--- src/rtl/sync_fifo_param_pkg.sv ---
// Shared constants, read-mode enum and sizing helper for the parameterised FIFO.
package fifo_pkg;
  localparam int FIFO_WIDTH = 8;
  localparam int FIFO_DEPTH = 16;

  typedef enum logic {FIFO_STD = 1'b0, FIFO_FWFT = 1'b1} fifo_mode_e;

  function automatic int fifo_aw(input int depth);
    return $clog2(depth);
  endfunction
endpackage

--- src/rtl/sync_fifo_param_if.sv ---
// Producer/consumer bus of the FIFO; the FIFO itself takes the slave side.
interface sync_fifo_if #(
  parameter int WIDTH = fifo_pkg::FIFO_WIDTH,
  parameter int DEPTH = fifo_pkg::FIFO_DEPTH
);
  import fifo_pkg::*;
  localparam int CW = fifo_aw(DEPTH) + 1;

  logic             flush;
  logic             w_en;
  logic [WIDTH-1:0] data_in;
  logic             r_en;
  logic [WIDTH-1:0] data_out;
  logic             full;
  logic             empty;
  logic             almost_full;
  logic             almost_empty;
  logic [CW-1:0]    count;
  logic             overflow;
  logic             underflow;

  modport master (
    output flush, w_en, data_in, r_en,
    input  data_out, full, empty, almost_full, almost_empty, count, overflow, underflow
  );

  modport slave (
    input  flush, w_en, data_in, r_en,
    output data_out, full, empty, almost_full, almost_empty, count, overflow, underflow
  );
endinterface

--- src/rtl/sync_fifo_param_mem.sv ---
// Width x Depth storage: synchronous write, asynchronous read, contents never reset.
module fifo_mem
  import fifo_pkg::*;
#(
  parameter int Width = FIFO_WIDTH,
  parameter int Depth = FIFO_DEPTH,
  parameter int AW    = fifo_aw(Depth)
) (
  input  logic             clk,
  input  logic             we_i,
  input  logic [AW-1:0]    waddr_i,
  input  logic [Width-1:0] wdata_i,
  input  logic [AW-1:0]    raddr_i,
  output logic [Width-1:0] rdata_o
);
  logic [Width-1:0] mem_q [Depth];

  always_ff @(posedge clk) begin
    if (we_i) mem_q[waddr_i] <= wdata_i;
  end

  assign rdata_o = mem_q[raddr_i];
endmodule

--- src/rtl/sync_fifo_param.sv ---
// Single-clock FIFO: pointers, occupancy, threshold/error flags, flush and the
// standard (registered) or first-word-fall-through read path.
module sync_fifo_param
  import fifo_pkg::*;
#(
  parameter int Width    = FIFO_WIDTH,
  parameter int Depth    = FIFO_DEPTH,
  parameter int AfullTh  = 14,
  parameter int AemptyTh = 2,
  parameter int Fwft     = 0
) (
  input logic       clk,
  input logic       rst_n,
  sync_fifo_if.slave bus
);
  localparam int AW = fifo_aw(Depth);
  localparam int CW = AW + 1;

  logic [AW-1:0]    wr_ptr_q, wr_ptr_d, rd_ptr_q, rd_ptr_d;
  logic [CW-1:0]    cnt_q, cnt_d;
  logic             ovf_q, ovf_d, udf_q, udf_d;
  logic             full, empty, wr_ok, rd_ok;
  logic [Width-1:0] mem_rdata;

  assign full  = (cnt_q == CW'(Depth));
  assign empty = (cnt_q == '0);
  // flush swallows both requests so nothing is stored or popped that cycle
  assign wr_ok = bus.w_en && !full  && !bus.flush;
  assign rd_ok = bus.r_en && !empty && !bus.flush;

  always_comb begin
    wr_ptr_d = wr_ptr_q;
    rd_ptr_d = rd_ptr_q;
    cnt_d    = cnt_q;
    ovf_d    = ovf_q;
    udf_d    = udf_q;
    if (bus.flush) begin
      wr_ptr_d = '0;
      rd_ptr_d = '0;
      cnt_d    = '0;
      ovf_d    = 1'b0;
      udf_d    = 1'b0;
    end else begin
      if (wr_ok) wr_ptr_d = wr_ptr_q + AW'(1);
      if (rd_ok) rd_ptr_d = rd_ptr_q + AW'(1);
      if (wr_ok && !rd_ok)      cnt_d = cnt_q + CW'(1);
      else if (rd_ok && !wr_ok) cnt_d = cnt_q - CW'(1);
      if (bus.w_en && full)  ovf_d = 1'b1;
      if (bus.r_en && empty) udf_d = 1'b1;
    end
  end

  always_ff @(posedge clk or negedge rst_n) begin
    if (!rst_n) begin
      wr_ptr_q <= '0;
      rd_ptr_q <= '0;
      cnt_q    <= '0;
      ovf_q    <= 1'b0;
      udf_q    <= 1'b0;
    end else begin
      wr_ptr_q <= wr_ptr_d;
      rd_ptr_q <= rd_ptr_d;
      cnt_q    <= cnt_d;
      ovf_q    <= ovf_d;
      udf_q    <= udf_d;
    end
  end

  fifo_mem #(.Width(Width), .Depth(Depth), .AW(AW)) u_mem (
    .clk     (clk),
    .we_i    (wr_ok),
    .waddr_i (wr_ptr_q),
    .wdata_i (bus.data_in),
    .raddr_i (rd_ptr_q),
    .rdata_o (mem_rdata)
  );

  generate
    if (Fwft == 0) begin : g_std
      logic [Width-1:0] dout_q, dout_d;
      always_comb begin
        dout_d = dout_q;
        if (rd_ok) dout_d = mem_rdata;
      end
      always_ff @(posedge clk or negedge rst_n) begin
        if (!rst_n) dout_q <= '0;
        else        dout_q <= dout_d;
      end
      assign bus.data_out = dout_q;
    end else begin : g_fwft
      // head word is presented as soon as it lands; zero while empty
      assign bus.data_out = empty ? '0 : mem_rdata;
    end
  endgenerate

  assign bus.full         = full;
  assign bus.empty        = empty;
  assign bus.almost_full  = (cnt_q >= CW'(AfullTh));
  assign bus.almost_empty = (cnt_q <= CW'(AemptyTh));
  assign bus.count        = cnt_q;
  assign bus.overflow     = ovf_q;
  assign bus.underflow    = udf_q;
endmodule
--- src/flat_wrapper.sv ---
// flat-port wrapper written by rule: the top's interface ports become plain ports
module sync_fifo_param_flat import fifo_pkg::*;
#(
  parameter int Width    = FIFO_WIDTH,
  parameter int Depth    = FIFO_DEPTH,
  parameter int AfullTh  = 14,
  parameter int AemptyTh = 2,
  parameter int Fwft     = 0
)
  (clk, rst_n, bus_flush, bus_w_en, bus_data_in, bus_r_en, bus_data_out, bus_full, bus_empty, bus_almost_full, bus_almost_empty, bus_count, bus_overflow, bus_underflow);
  sync_fifo_if bus_i ();
  input logic clk;
  input logic rst_n;
  input wire logic [$bits(bus_i.flush)-1:0] bus_flush;
  input wire logic [$bits(bus_i.w_en)-1:0] bus_w_en;
  input wire logic [$bits(bus_i.data_in)-1:0] bus_data_in;
  input wire logic [$bits(bus_i.r_en)-1:0] bus_r_en;
  output wire logic [$bits(bus_i.data_out)-1:0] bus_data_out;
  output wire logic [$bits(bus_i.full)-1:0] bus_full;
  output wire logic [$bits(bus_i.empty)-1:0] bus_empty;
  output wire logic [$bits(bus_i.almost_full)-1:0] bus_almost_full;
  output wire logic [$bits(bus_i.almost_empty)-1:0] bus_almost_empty;
  output wire logic [$bits(bus_i.count)-1:0] bus_count;
  output wire logic [$bits(bus_i.overflow)-1:0] bus_overflow;
  output wire logic [$bits(bus_i.underflow)-1:0] bus_underflow;
  assign bus_i.flush = bus_flush;
  assign bus_i.w_en = bus_w_en;
  assign bus_i.data_in = bus_data_in;
  assign bus_i.r_en = bus_r_en;
  assign bus_data_out = bus_i.data_out;
  assign bus_full = bus_i.full;
  assign bus_empty = bus_i.empty;
  assign bus_almost_full = bus_i.almost_full;
  assign bus_almost_empty = bus_i.almost_empty;
  assign bus_count = bus_i.count;
  assign bus_overflow = bus_i.overflow;
  assign bus_underflow = bus_i.underflow;
  sync_fifo_param #(.Width(Width), .Depth(Depth), .AfullTh(AfullTh), .AemptyTh(AemptyTh), .Fwft(Fwft)) u_core (.clk(clk), .rst_n(rst_n), .bus(bus_i));
endmodule
--- config.mk ---
export PLATFORM = sky130hd
export DESIGN_NAME = sync_fifo_param_flat
export DESIGN_NICKNAME = d
export VERILOG_FILES = /design/src/rtl/sync_fifo_param_pkg.sv /design/src/rtl/sync_fifo_param_if.sv /design/src/rtl/sync_fifo_param_mem.sv /design/src/rtl/sync_fifo_param.sv /design/src/flat_wrapper.sv
export SDC_FILE = /design/constraint.sdc
export NUM_CORES = 1
export LEC_CHECK = 0
export ABC_AREA = 0
export CAP_MARGIN = 25
export CORE_ASPECT_RATIO = 0.6
export CORE_MARGIN = 2
export CORE_UTILIZATION = 30
export CTS_BUF_LIST = sky130_fd_sc_hd__clkbuf_4
export CTS_CLUSTER_DIAMETER = 50
export DETAILED_ROUTE_END_ITERATION = 7
export GPL_TIMING_DRIVEN = 0
export PLACE_DENSITY = 0.57
export SLEW_MARGIN = 10
export SYNTH_ARGS = -nofsm -noshare
export SYNTH_HDL_FRONTEND = slang
export SYNTH_SLANG_ARGS = --single-unit
export TNS_END_PERCENT = 100
--- constraint.sdc ---
create_clock -name clk -period 4.39 [get_ports clk]
set_input_delay 0.878 -clock clk [delete_from_list [all_inputs] [get_ports clk]]
set_output_delay 0.878 -clock clk [all_outputs]
set_load 0.05 [all_outputs]
==> impl_metrics.json <==
{
  "final_antenna_net_count": 0,
  "cp.required_ns": 3.51,
  "min_period_over_period_pct": 82.5,
  "p_comb_share_pct": 28.2,
  "dp.cells": 635,
  "postRouteWirelength_mm": 12.8,
  "grt_overflow": 0,
  "seq_area_frac_synth_pct": 71.6,
  "syn_inst": 331,
  "skew_ns": 0.0175,
  "max_stage_delay_ns": 0.83,
  "synthArstFlopShare_pct": 15.2,
  "synth_seq_cells": 151,
  "n_fill_cell": 1915,
  "layout_setup_ws_ns": 0.768,
  "drc": 0,
  "dp_hpwl_mm": 8.76,
  "ys_warn_count": 0,
  "grt_pass1_vias": 3163,
  "crit_buf_inv": 2,
  "p_int_mw": 2.50,
  "port_buffers": 31,
  "antenna_found_initial": 0,
  "drtPass1Iterations": 4,
  "design_area_um2": 7160,
  "power.switching_mw": 1.20,
  "worstPathCellList": "or4_1, buf_2, nor2_1, clkdlybuf4s50_1",
  "root_buffer": "clkbuf_4",
  "synth_top_area_share_pct": 62.3,
  "synthesis.nets": 354,
  "clock.fmax_ghz": 0.276,
  "clockPowerShare_pct": 25.7,
  "setup_viol": 0,
  "via_per_inst": 4.69,
  "first_iter_violations": 247,
  "numCtsBuffers": 17,
  "clk_latency_ns": 0.55,
  "clk_pin_slew_ns": 0.13,
  "post-route-util_pct": 35.7,
  "tns_ns": 0,
  "design.portCount": 32,
  "num_antenna_cells": 0,
  "cpMaxStageDelayCell": "clkdlybuf4s50_1",
  "pre_cts_ws_ns": 0.821,
  "start_util_pct": 30.7,
  "fin_crit_ns": 3.62,
  "hold_buffers": 0,
  "cp.arrival_ns": 2.74,
  "p_leak_nw": 2.35,
  "synth_top_flop_cell": "edfxtp_1",
  "p_seq_share_pct": 46.1,
  "grt_pass1_wl_mm": 19.4,
  "worst_slew_pin_slew_ns": 0.886,
  "synth.most_common_cell": "edfxtp_1",
  "slew_headroom_pct": 40.9,
  "clkSinkCount": 151,
  "ir_drop_mv": 0.232,
  "switching_share_pct": 32.4,
  "synth.distinct_cells": 36,
  "status": "complete, no violations",
  "post_cts_buffers": 0,
  "row_count": 40,
  "regArea_um2": 4420,
  "syn_avg_cell_area_um2": 18.6,
  "finalHoldViolations": 0,
  "drive_above_1_share_pct": 19.7,
  "tritoncts": "yes",
  "core_um2": 20100,
  "h-tree-depth": 4,
  "hold_path.class": "reg -> reg",
  "wl_per_cell_um": 19.1,
  "max_cap_violations": 0,
  "vias": 3130,
  "grt_use_total_pct": 12.6,
  "cp_max_fo": 8,
  "crit_type": "reg -> out",
  "start_kind": "flop",
  "syn_to_final_growth_pct": 16.0,
  "place_congestion": 0.773,
  "synth_edf_count": 128,
  "synth_area_leaders": "edfxtp_1 (62%), mux4_2 (12%), dfrtp_1 (9.3%), mux2i_1 (2.6%), ha_1 (1.8%)",
  "die_h_um": 115,
  "layout.nets": 405,
  "synth_area_um2": 6170,
  "synthTopCellsByCount": "edfxtp_1 (128), mux4_2 (32), dfrtp_1 (23)",
  "cts.path.max_buffers": 2,
  "die_area_um2": 21800,
  "powerDensity_nw_per_um2": 516,
  "post_cts_resized": 0,
  "critPathTopFamily": "buffers and inverters",
  "synth_top_cell_by_area": "edfxtp_1",
  "report.final.slew_viol_count": 0,
  "die_x_um": 189,
  "multi_input_area_um2": 1670,
  "placed_area_um2": 6820,
  "r2r_slack_ns": 1.16,
  "endpoint_kind": "output port",
  "stdcell_count": 668,
  "rsz0062_at_grt": "no",
  "grt_max_degree": 24
}
## state kept, by name, indices dropped and copies added (netlist names)
name,cells
u_core.bus.count,5
u_core.bus.data_out,8
u_core.bus.overflow,1
u_core.bus.underflow,1
u_core.rd_ptr_q,4
u_core.u_mem.mem_q,128
u_core.wr_ptr_q,4
## routing by layer
metal	track usage [%]	share of wire [%]	up-vias	wire length [um]
met2	17.9	43	84	5470
met1	18.7	48	1613	6090
met4	4.53	1.3	0	167
met5	0	0	-	0
li1	-	-	1420	-
met3	3.33	8.1	13	1030
## cell families (layout without fill, tap and decap cells)
kind of cell | after synthesis | in the layout | share of synthesized area [%]
buffers and inverters | 19 | 83 | 1.32
multiplexers | 52 | 52 | 15.0
adder cells (fa/ha/maj) | 10 | 10 | 2.15
XOR/XNOR | 8 | 8 | 1.14
flip-flops | 151 | 151 | 71.6
AO/OA/AOI/OAI | 24 | 24 | 3.31
AND/OR/NAND/NOR | 67 | 67 | 5.44
## through the flow
stage               power, mW  hold WS [ns]
floorplan                2.45         0.540
global placement         2.77         0.475
detailed placement       2.79         0.476
CTS                      3.73         0.514
global route             3.87         0.543
finish                   3.69         0.514
## power by group through the flow
stage | registers, mW | logic [mW] | clock network (mW)
after global placement | 1.73 | 1.04 | 0
after detailed placement | 1.74 | 1.05 | 0
after CTS | 1.71 | 1.05 | 0.975
after global routing | 1.72 | 1.12 | 1.04
after floorplan | 1.91 | 0.532 | 0
final | 1.70 | 1.04 | 0.950
## worst paths after layout
path                                                      endpoint  cells past startpoint                                from
max in group asynchronous       u_core.bus.data_out[2]$_DFFE_PN0P_                      2                               rst_n
worst max register to register     u_core.bus.count[4]$_DFFE_PN0P_                     10     u_core.bus.count[0]$_DFFE_PN0P_
worst max-delay path                                      bus_full                      4     u_core.bus.count[0]$_DFFE_PN0P_
min in group asynchronous          u_core.bus.count[2]$_DFFE_PN0P_                      1                               rst_n
worst min register to register  u_core.bus.data_out[7]$_DFFE_PN0P_                      2  u_core.bus.data_out[7]$_DFFE_PN0P_
worst min-delay path            u_core.bus.data_out[7]$_DFFE_PN0P_                      2  u_core.bus.data_out[7]$_DFFE_PN0P_
## area by class of cell
cell class,count,area share (%)
Buffer,16,0.979
Clock buffer,19,1.99
Clock inverter,13,2.52
Inverter,3,0.157
Multi-Input combinational cell,161,23.3
Sequential cell,151,61.7
Tap cell,273,4.77
Timing Repair Buffer,32,4.54
## worst min-delay path, delay by kind of cell, from the launching register on
| family | cells | cell delay [ns] |
|---|---|---|
| AO/OA/AOI/OAI | 1 | 0.06 |
| flip-flops | 1 | 0.38 |
| AND/OR/NAND/NOR | 1 | 0.05 |
## layout by cell type (no fill, tap or decap), types with 2 or more instances in the layout
cell type / count
clkbuf_1: 5
a21o_1: 3
o221ai_1: 8
xor2_1: 4
mux4_2: 32
ha_1: 9
bufinv_16: 4
a21oi_1: 6
dfrtp_1: 23
xnor2_1: 4
mux2i_1: 16
and3_1: 5
clkinv_4: 2
edfxtp_1: 128
clkdlybuf4s50_1: 31
or3_1: 2
clkbuf_4: 19
nor2_1: 16
clkinv_2: 4
buf_1: 3
nor4_1: 2
nand4_1: 2
buf_2: 8
and2_1: 12
inv_1: 3
o21ai_2: 2
nand3_1: 4
clkinvlp_4: 3
nand2_1: 18
mux2_1: 4
Note: power is estimated with default switching activity, not from simulation.
